<file path="src/rtl/tri_bbox_scanner_pkg.sv">
// rtl/tri_bbox_scanner_pkg.sv - shared graphics types and helpers for the bounding-box scanner
package tri_bbox_scanner_pkg;

  typedef struct packed {
    logic signed [31:0] x;
    logic signed [31:0] y;
  } int_vertex;

  typedef struct packed {
    int_vertex a;
    int_vertex b;
    int_vertex c;
  } int_triangle;

  typedef enum logic [1:0] {
    IDLE = 2'd0,
    CLIP = 2'd1,
    SCAN = 2'd2
  } scan_state_t;

  function automatic logic signed [31:0] min3(input logic signed [31:0] p,
                                              input logic signed [31:0] q,
                                              input logic signed [31:0] r);
    logic signed [31:0] m;
    m = (p < q) ? p : q;
    return (r < m) ? r : m;
  endfunction

  function automatic logic signed [31:0] max3(input logic signed [31:0] p,
                                              input logic signed [31:0] q,
                                              input logic signed [31:0] r);
    logic signed [31:0] m;
    m = (p > q) ? p : q;
    return (r > m) ? r : m;
  endfunction

endpackage

</file>
<file path="src/rtl/tri_bbox_clip.sv">
// rtl/tri_bbox_clip.sv - combinational triangle bounding box clamped to the display
module tri_bbox_clip
  import tri_bbox_scanner_pkg::*;
#(
  parameter int DISPLAY_WIDTH  = 100,
  parameter int DISPLAY_HEIGHT = 100
) (
  input  int_triangle        tri_in,
  output logic signed [31:0] min_x,
  output logic signed [31:0] max_x,
  output logic signed [31:0] min_y,
  output logic signed [31:0] max_y
);

  localparam logic signed [31:0] X_LIM = DISPLAY_WIDTH - 1;
  localparam logic signed [31:0] Y_LIM = DISPLAY_HEIGHT - 1;

  logic signed [31:0] lo_x, hi_x, lo_y, hi_y;

  always_comb begin
    lo_x  = min3(tri_in.a.x, tri_in.b.x, tri_in.c.x);
    hi_x  = max3(tri_in.a.x, tri_in.b.x, tri_in.c.x);
    lo_y  = min3(tri_in.a.y, tri_in.b.y, tri_in.c.y);
    hi_y  = max3(tri_in.a.y, tri_in.b.y, tri_in.c.y);
    min_x = (lo_x < 32'sd0) ? 32'sd0 : lo_x;
    max_x = (hi_x > X_LIM) ? X_LIM : hi_x;
    min_y = (lo_y < 32'sd0) ? 32'sd0 : lo_y;
    max_y = (hi_y > Y_LIM) ? Y_LIM : hi_y;
  end

endmodule

</file>
<file path="src/rtl/tri_bbox_scanner.sv">
// rtl/tri_bbox_scanner.sv - walks a triangle's clipped bounding box, LANES pixels per beat
module tri_bbox_scanner
  import tri_bbox_scanner_pkg::*;
#(
  parameter int DISPLAY_WIDTH  = 100,
  parameter int DISPLAY_HEIGHT = 100,
  parameter int COORD_W        = 16,
  parameter int LANES          = 1
) (
  input  logic               clk,
  input  logic               rst_n,
  input  logic               tri_valid,
  output logic               tri_ready,
  input  int_triangle        in_tri,
  output logic               pix_valid,
  input  logic               pix_ready,
  output logic [COORD_W-1:0] pix_x,
  output logic [COORD_W-1:0] pix_y,
  output logic [LANES-1:0]   pix_mask,
  output logic               pix_last,
  output logic               tri_empty
);

  scan_state_t        state;
  int_triangle        tri_q;
  logic signed [31:0] c_min_x, c_max_x, c_min_y, c_max_y;
  logic signed [31:0] box_min_x, box_max_x, box_max_y;
  logic signed [31:0] cur_x, cur_y, nxt_x, nxt_y;
  logic               box_ok, scan_done;

  tri_bbox_clip #(
    .DISPLAY_WIDTH (DISPLAY_WIDTH),
    .DISPLAY_HEIGHT(DISPLAY_HEIGHT)
  ) u_clip (
    .tri_in(tri_q),
    .min_x (c_min_x),
    .max_x (c_max_x),
    .min_y (c_min_y),
    .max_y (c_max_y)
  );

  function automatic logic [LANES-1:0] lane_mask(input logic signed [31:0] x,
                                                 input logic signed [31:0] hi);
    logic [LANES-1:0] m;
    for (int i = 0; i < LANES; i++) m[i] = (x + i <= hi);
    return m;
  endfunction

  function automatic logic last_beat(input logic signed [31:0] x, input logic signed [31:0] y,
                                     input logic signed [31:0] hx, input logic signed [31:0] hy);
    return (x + LANES > hx) && (y == hy);
  endfunction

  assign box_ok = (c_min_x <= c_max_x) && (c_min_y <= c_max_y);
  assign pix_x  = cur_x[COORD_W-1:0];
  assign pix_y  = cur_y[COORD_W-1:0];

  // Raster step: advance along the row, wrap to the next row, or finish.
  always_comb begin
    nxt_x     = cur_x;
    nxt_y     = cur_y;
    scan_done = 1'b0;
    if (cur_x + LANES <= box_max_x) begin
      nxt_x = cur_x + LANES;
    end else if (cur_y < box_max_y) begin
      nxt_x = box_min_x;
      nxt_y = cur_y + 32'sd1;
    end else begin
      scan_done = 1'b1;
    end
  end

  always_ff @(posedge clk or negedge rst_n) begin
    if (!rst_n) begin
      state     <= IDLE;
      tri_ready <= 1'b1;
      pix_valid <= 1'b0;
      pix_last  <= 1'b0;
      pix_mask  <= '0;
      tri_empty <= 1'b0;
      tri_q     <= '0;
      box_min_x <= '0;
      box_max_x <= '0;
      box_max_y <= '0;
      cur_x     <= '0;
      cur_y     <= '0;
    end else begin
      tri_empty <= 1'b0;
      case (state)
        IDLE: begin
          if (tri_valid) begin
            tri_q     <= in_tri;
            tri_ready <= 1'b0;
            state     <= CLIP;
          end
        end
        CLIP: begin
          box_min_x <= c_min_x;
          box_max_x <= c_max_x;
          box_max_y <= c_max_y;
          if (box_ok) begin
            state     <= SCAN;
            cur_x     <= c_min_x;
            cur_y     <= c_min_y;
            pix_valid <= 1'b1;
            pix_mask  <= lane_mask(c_min_x, c_max_x);
            pix_last  <= last_beat(c_min_x, c_min_y, c_max_x, c_max_y);
          end else begin
            state     <= IDLE;
            tri_ready <= 1'b1;
            tri_empty <= 1'b1;
          end
        end
        SCAN: begin
          if (pix_ready) begin
            if (scan_done) begin
              state     <= IDLE;
              tri_ready <= 1'b1;
              pix_valid <= 1'b0;
              pix_last  <= 1'b0;
              pix_mask  <= '0;
            end else begin
              cur_x    <= nxt_x;
              cur_y    <= nxt_y;
              pix_mask <= lane_mask(nxt_x, box_max_x);
              pix_last <= last_beat(nxt_x, nxt_y, box_max_x, box_max_y);
            end
          end
        end
        default: begin
          state     <= IDLE;
          tri_ready <= 1'b1;
          pix_valid <= 1'b0;
          pix_last  <= 1'b0;
          pix_mask  <= '0;
        end
      endcase
    end
  end

endmodule

</file>
<file path="config.mk">
export PLATFORM = sky130hd
export DESIGN_NAME = tri_bbox_scanner
export DESIGN_NICKNAME = d
export VERILOG_FILES = /design/src/rtl/tri_bbox_scanner_pkg.sv /design/src/rtl/tri_bbox_clip.sv /design/src/rtl/tri_bbox_scanner.sv
export SDC_FILE = /design/constraint.sdc
export NUM_CORES = 2
export LEC_CHECK = 0
export BUFFER_PORTS_ARGS = -buffer_cell sky130_fd_sc_hd__buf_2
export CORE_ASPECT_RATIO = 1.75
export CORE_MARGIN = 3
export CORE_UTILIZATION = 43
export CTS_CLUSTER_DIAMETER = 40
export CTS_CLUSTER_SIZE = 28
export DETAILED_ROUTE_END_ITERATION = 12
export PLACE_DENSITY = 0.58
export SYNTH_ARGS = -nofsm -noshare
export SYNTH_HDL_FRONTEND = slang
export SYNTH_SLANG_ARGS = --single-unit
</file>
<file path="constraint.sdc">
create_clock -name clk -period 14.9 [get_ports clk]
set_input_delay 1.49 -clock clk [delete_from_list [all_inputs] [get_ports clk]]
set_output_delay 1.49 -clock clk [all_outputs]
set_load 0.02 [all_outputs]
</file>
---- Word-level counts from Yosys, hierarchy flattened ----
Cells that the tools add are included.
W data, S select, Z words.
word-level totals
  register bits ........................... 359
  output and inout port bits .............. 37
  logic and storage cells ................. 112
operators by class
  add/sub/neg operators ................... 4
  magnitude comparators ................... 19
  equality and inequality tests ........... 10
  mux-type cells .......................... 50
  bitwise operators ....................... 1
  reductions and logical operators ........ 11
operators with widths
  operator                 count
  $mux W32                 22
  $gt A32 B32 Y1           6
  $lt A32 B32 Y1           5
  $add A32 B2 Y32 const B  4
  $le A32 B32 Y1           4
  $pmux W32 S2             2
  $eq A32 B32 Y1           2
  $gt A32 B8 Y1 const B    2
  $lt A32 B1 Y1 const B    2
  $mux W1                  17
  $ne A2 B2 Y1 const B     6
  $pmux W1 S3              4
  $reduce_and A4 Y1        3
  $mux W2                  4
  $pmux W2 S3              1
  $reduce_and A3 Y1        2
  $logic_and A1 B1 Y1      3
  $eq A2 B1 Y1 const B     1
  $eq A2 B2 Y1 const B     1
  $logic_not A2 Y1         1
  $reduce_and A2 Y1        1
  $reduce_bool A2 Y1       1
  $not A1 Y1               1

---- Longest topological paths before layout ----
  word-level depth ........................ 11
  gate-level depth with buffers ........... 44
  gate-level depth less buffers ........... 38

---- Cells and area by module ----
Synthesis repeated with hierarchy kept, for this count alone.
second synthesis, totals
  cell total of the unflattened synthesis .. 3,533
  area total of the unflattened synthesis .. 32,073.3 sq um
modules (own cells, without submodules)
  module            times used  cells each  area each (sq um)
  tri_bbox_scanner  1           2,382       23,446.2
  tri_bbox_clip     1           1,151       8,627.0

---- Worst setup path after synthesis ----
No wires, ideal clock.
  path kind ............................... flip-flop to flip-flop
  from .................................... reg tri_q[121] (netlist name)
  to ...................................... reg pix_last
  arrival time ............................ 8.649 ns
  required time ........................... 14.776 ns
  path slack .............................. 6.127 ns
  cell stages (with the launch flop) ...... 43
  period minus slack after synthesis ...... 8.773 ns
  cell sequence ........................... dfrtp_1 -> inv_1 -> ha_1 -> a21o_1 -> a221o_1 -> a221o_1 -> o2bb2ai_1 -> nor3_4 -> buf_2 -> buf_2 -> buf_2 -> mux2i_1 -> ha_1 -> a21o_1 -> a21o_1 -> a21o_1 -> a211oi_1 -> o21bai_1 -> [... 7 more ...] -> ha_1 -> nand2_1 -> or3_1 -> o41ai_1 -> o2111ai_1 -> xnor2_1 -> ha_1 -> nor2b_1 -> o21ai_0 -> nand2b_1 -> a21oi_1 -> o21ai_0 -> a21oi_1 -> o21ai_0 -> a221oi_1 -> mux2_2 -> a21oi_1 -> a21oi_1
between the ends
  cells in the longest elaborated chain, start to end .. 11
  elaborated cells between the ends (all ways) .. 21
  those cells by class .................... add/sub: 1; order compare: 8; eq/ne: 1; mux: 8; reduce/logical: 3
ends and longest elaborated chain
  what                    line                        text
  from (decl)             tri_bbox_scanner.sv:25      int_triangle tri_q;
  from (signal assigned)  tri_bbox_scanner.sv:92      tri_q <= in_tri;
  $lt A32 B32 Y1          tri_bbox_scanner_pkg.sv:25  m = (p < q) ? p : q;
  $mux W32 (*)            tri_bbox_scanner_pkg.sv:25
  $lt A32 B32 Y1          tri_bbox_scanner_pkg.sv:26  return (r < m) ? r : m;
  $mux W32 (*)            tri_bbox_scanner_pkg.sv:26
  $lt A32 B1 Y1           tri_bbox_clip.sv:25         min_x = (lo_x < 32'sd0) ? 32'sd0 : lo_x;
  $mux W32 (*)            tri_bbox_clip.sv:25
  net c_min_x[1]          tri_bbox_scanner.sv:26      logic signed [31:0] c_min_x, c_max_x, c_min_y, c_max_y;
  $add A32 B2 Y32         tri_bbox_scanner.sv:51      return (x + LANES > hx) && (y == hy);
  $gt A32 B32 Y1          tri_bbox_scanner.sv:51
  $logic_and A1 B1 Y1     tri_bbox_scanner.sv:51
  $mux W1                 tri_bbox_scanner.sv:101     if (box_ok) begin
  $pmux W1 S3             tri_bbox_scanner.sv:89      case (state)
  to (signal assigned)    tri_bbox_scanner.sv:107     pix_last <= last_beat(c_min_x, c_min_y, c_max_x, c_max_y);
  to (signal assigned)    tri_bbox_scanner.sv:126     pix_last <= last_beat(nxt_x, nxt_y, box_max_x, box_max_y);
  to (decl)               tri_bbox_scanner.sv:20      output logic pix_last,
Mark *: on every way through the listed nets, which the timed path passes. The rest lies on a longest branch. The select of a mux whose other input is x is not followed.
A chain may end at the register's enable or synchronous reset.

---- Worst setup path after layout ----
  from .................................... reg tri_q[158] (netlist name)
  to ...................................... reg cur_y[23]
between the ends
  cells in the longest elaborated chain, start to end .. 10
  elaborated cells between the ends (all ways) .. 18
  those cells by class .................... order compare: 7; eq/ne: 1; mux: 8; reduce/logical: 2
ends and longest elaborated chain
  what                                              line                                                    text
  $lt A32 B32 Y1 or $gt A32 B32 Y1 (tied branches)  tri_bbox_scanner_pkg.sv:25, tri_bbox_scanner_pkg.sv:33
  $mux W32, on equally long branches                tri_bbox_scanner_pkg.sv:25, tri_bbox_scanner_pkg.sv:33
  $lt A32 B32 Y1 or $gt A32 B32 Y1 (tied branches)  tri_bbox_scanner_pkg.sv:26, tri_bbox_scanner_pkg.sv:34
  $mux W32, on equally long branches                tri_bbox_scanner_pkg.sv:26, tri_bbox_scanner_pkg.sv:34
  $lt A32 B1 Y1 or $gt A32 B8 Y1 (tied branches)    tri_bbox_clip.sv:27, tri_bbox_clip.sv:28
  $mux W32, on equally long branches                tri_bbox_clip.sv:27, tri_bbox_clip.sv:28
  $le A32 B32 Y1                                    tri_bbox_scanner.sv:54                                  assign box_ok = (c_min_x <= c_max_x) && (c_min_y <= c_max_y);
  $logic_and A1 B1 Y1                               tri_bbox_scanner.sv:54
  $ne A2 B2 Y1 (no source line)                     n/a
  $reduce_and A4 Y1 (no source line)                n/a
  to (signal assigned)                              tri_bbox_scanner.sv:104                                 cur_y <= c_min_y;
  to (signal assigned)                              tri_bbox_scanner.sv:124                                 cur_y <= nxt_y;
  to (decl)                                         tri_bbox_scanner.sv:28                                  logic signed [31:0] cur_x, cur_y, nxt_x, nxt_y;
Parallel ways exist; a longest one is shown, timed or not. The select of a mux whose other input is x is not followed.

==> results_dict.tcl <==
set metrics [dict create \
    maxSlewHeadroom_pct 16.87 \
    drtIter0Drc 1908 \
    avgRoutedWirePerCell_um 25.56 \
    yosys_warnings 0 \
    die_w_um 214.2 \
    root_buffer "clkbuf_16" \
    yosys.area.top_type_share_pct 27.38 \
    clk_pin_slew_ps 70 \
    rows 133 \
    yosys.cell_types.count 92 \
    drt_wl_total_mm 126.7 \
    critPathLaunchType "flip-flop" \
    synthFlopType "dfrtp_1" \
    viasPerCell 6.076 \
    path_max_fanout 44 \
    yosysMostFrequentCell "ha_1" \
    fp.dieArea_um2 79360 \
    cts_setup_buffers 0 \
    cp_slowest_stage_delay_ps 890 \
    final_cell_area_um2 36290 \
    ys_seq_area_share_pct 27.46 \
    grt_pass1_vias 30281 \
    synthesis.area_per_instance_um2 8.617 \
    cts_tree "yes" \
    io_buffers 232 \
    vias 30129 \
    first_pass_iters 5 \
    r2r_end "cur_y[23]" \
    syn_nets 4401 \
    antenna_found_initial 3 \
    gp_congestion 0.9825 \
    synth_area_leader_cell "dfrtp_1" \
    worst_setup_path_end_kind "flip-flop" \
    grtUsageTotal_pct 31.25 \
    post-route-min-period_ps 11930 \
    htreeDepth 2 \
    max_freq_ghz 0.08379 \
    die_y_um 370.4 \
    r2r_cells 31 \
    ant_nets 0 \
    hp-class "flip-flop to flip-flop" \
    r2r_slack_ps 2970 \
    syn_inst 3787 \
    ys_seq_elements 358 \
    endpoint "cur_y[23]" \
    grt_overflow 0 \
    period_share_pct 80.10 \
    synthArstFlopShare_pct 100.0 \
    drv_slew 0 \
    placedInstanceArea_um2 34520 \
    cpMaxStageDelayCell "nor4b_2" \
    tightestPinTransition_ps 1234 \
    rsz0062_at_grt "no" \
    clkSinkCount 358 \
    area_growth_pct 11.20 \
    setup_viol 0 \
    finalHoldViolations 0 \
    cp.required_ps 15460 \
    synth.area.top_cells "dfrtp_1 27%, ha_1 16%, mux2_2 7.2%" \
    ios 233 \
    tns_ps 0 \
    min-delay-start "box_max_x[1]" \
    cts_resized 0 \
    reg2reg_from "tri_q[158]" \
    nFillCells 7469 \
    outcome "completed" \
    hpwl_mm 101.6 \
    synth_common_cells "418 x ha_1, 357 x dfrtp_1, 335 x nand2_1, 329 x nor2_1, 288 x a21oi_1" \
    synth-edff-count 0 \
    cts_buffer_depth 3 \
    drv_cap 0 \
    grt_pass1_wl_mm 187.9 \
    initial_core_util_pct 43.38 \
    synth_area_um2 32630 \
    hold_buffers 0 \
    numCtsBuffers 51 \
    finClkSkew_ps 26.25 \
    clock_latency_ps 630 \
    antennaDiodeCount 0 \
    grt_max_degree 160 \
    nets 4519 \
    drc_errors 0 \
    crit_type "flip-flop to flip-flop" \
    core-area_um2 75220 \
    drive_gt1_share_pct 16.39 \
    cp.arrival_ps 12490 \
    setup.worst_path.start "tri_q[158]" \
]
[critical path: cells and delay by family, from the launching register on]
kind,cells,cell delay [ps]
and+or+nand+nor,12,4970
AOI/OAI and AO/OA,14,4380
adders and majority gates,3,990
DFF,1,510
muxes,1,480
buffers and inverters,1,480
[kinds of logic after synthesis]
kind of cell | synth area share, %
flops | 27.46
simple gates | 18.62
xor+xnor | 3.301
fa+ha+maj | 16.03
compound gates | 16.33
mux | 12.89
buf+inv | 5.372
[how the worst min path moves through the flow]
| stage | endpoint | slack, ps | cells after the start |
|---|---|---|---|
| floorplan | box_max_x[1] | 460 | 1 |
| global placement | box_max_x[6] | 470 | 1 |
| detailed placement | box_max_x[5] | 480 | 1 |
| CTS | box_max_x[5] | 500 | 1 |
| global route | box_max_x[6] | 520 | 1 |
| finish | box_max_x[1] | 500 | 1 |
[area by class of cell]
| type | instances | area (um^2) | share of cell area (%) |
|---|---|---|---|
| clock buffers | 57 | 1351 | 3.724 |
| clock inverters | 38 | 410.4 | 1.131 |
| inverters | 203 | 762.0 | 2.100 |
| multi-input cells | 3011 | 21990 | 60.61 |
| flip-flops and latches | 358 | 8960 | 24.69 |
| well taps | 1012 | 1266 | 3.490 |
| repair buffers | 280 | 1544 | 4.255 |
[state kept, by name, indices dropped and copies added (netlist names)]
name       flops
tri_ready      1
tri_empty      1
box_max_x     32
pix_valid      1
box_min_x     31
tri_q        192
state          2
pix_last       1
pix_mask       1
box_max_y     32
cur_x         32
cur_y         32
[stage by stage]
stage / cells / worst slack [ps] / util, % / hold WS (ps)
floorplan: 3787 / 6127 / - / 458.9
global placement: 4864 / 3516 / 45.90 / 472.5
detailed placement: 4864 / 3107 / 45.90 / 484.3
CTS: 4959 / 3041 / 48.24 / 496.1
global route: 4959 / 2311 / 48.24 / 521.5
finish: 4959 / 2965 / 48.24 / 496.8
[cells in the final DEF, fill, tap and decap left out, types with 13 or more instances in the layout]
master,count
nor4_1,45
and3_1,42
nand4_1,107
buf_2,231
nor2_1,328
buf_4,47
a21oi_1,288
dfrtp_1,357
o31ai_1,14
clkbuf_16,53
a21o_1,62
mux2i_1,180
inv_1,202
xor2_1,30
a31oi_1,28
nand3_1,121
nand2_1,332
and2_1,17
o21a_1,19
nand2b_1,15
nor2b_1,37
o221a_2,20
ha_1,416
and4_1,26
nor3b_1,14
o311ai_0,13
o21ai_0,180
o22ai_1,29
o211ai_1,33
a211oi_1,24
mux2_2,210
nor3_1,86
xnor2_1,93
[metal layers]
layer  vias up  wire (um)  GRT usage [%]  part of all wire, %
met5         -          0              0                    0
met4         0      15060          30.18                   12
met3       525       5185          3.344                  4.1
met2      1124      64720          57.60                   51
met1     14362      41770          29.92                   33
li1      14118          -              -                    -
Power is left out: the tool's default activity adds up to more than one toggle a clock period on the data nets, which glitch-free logic cannot reach.
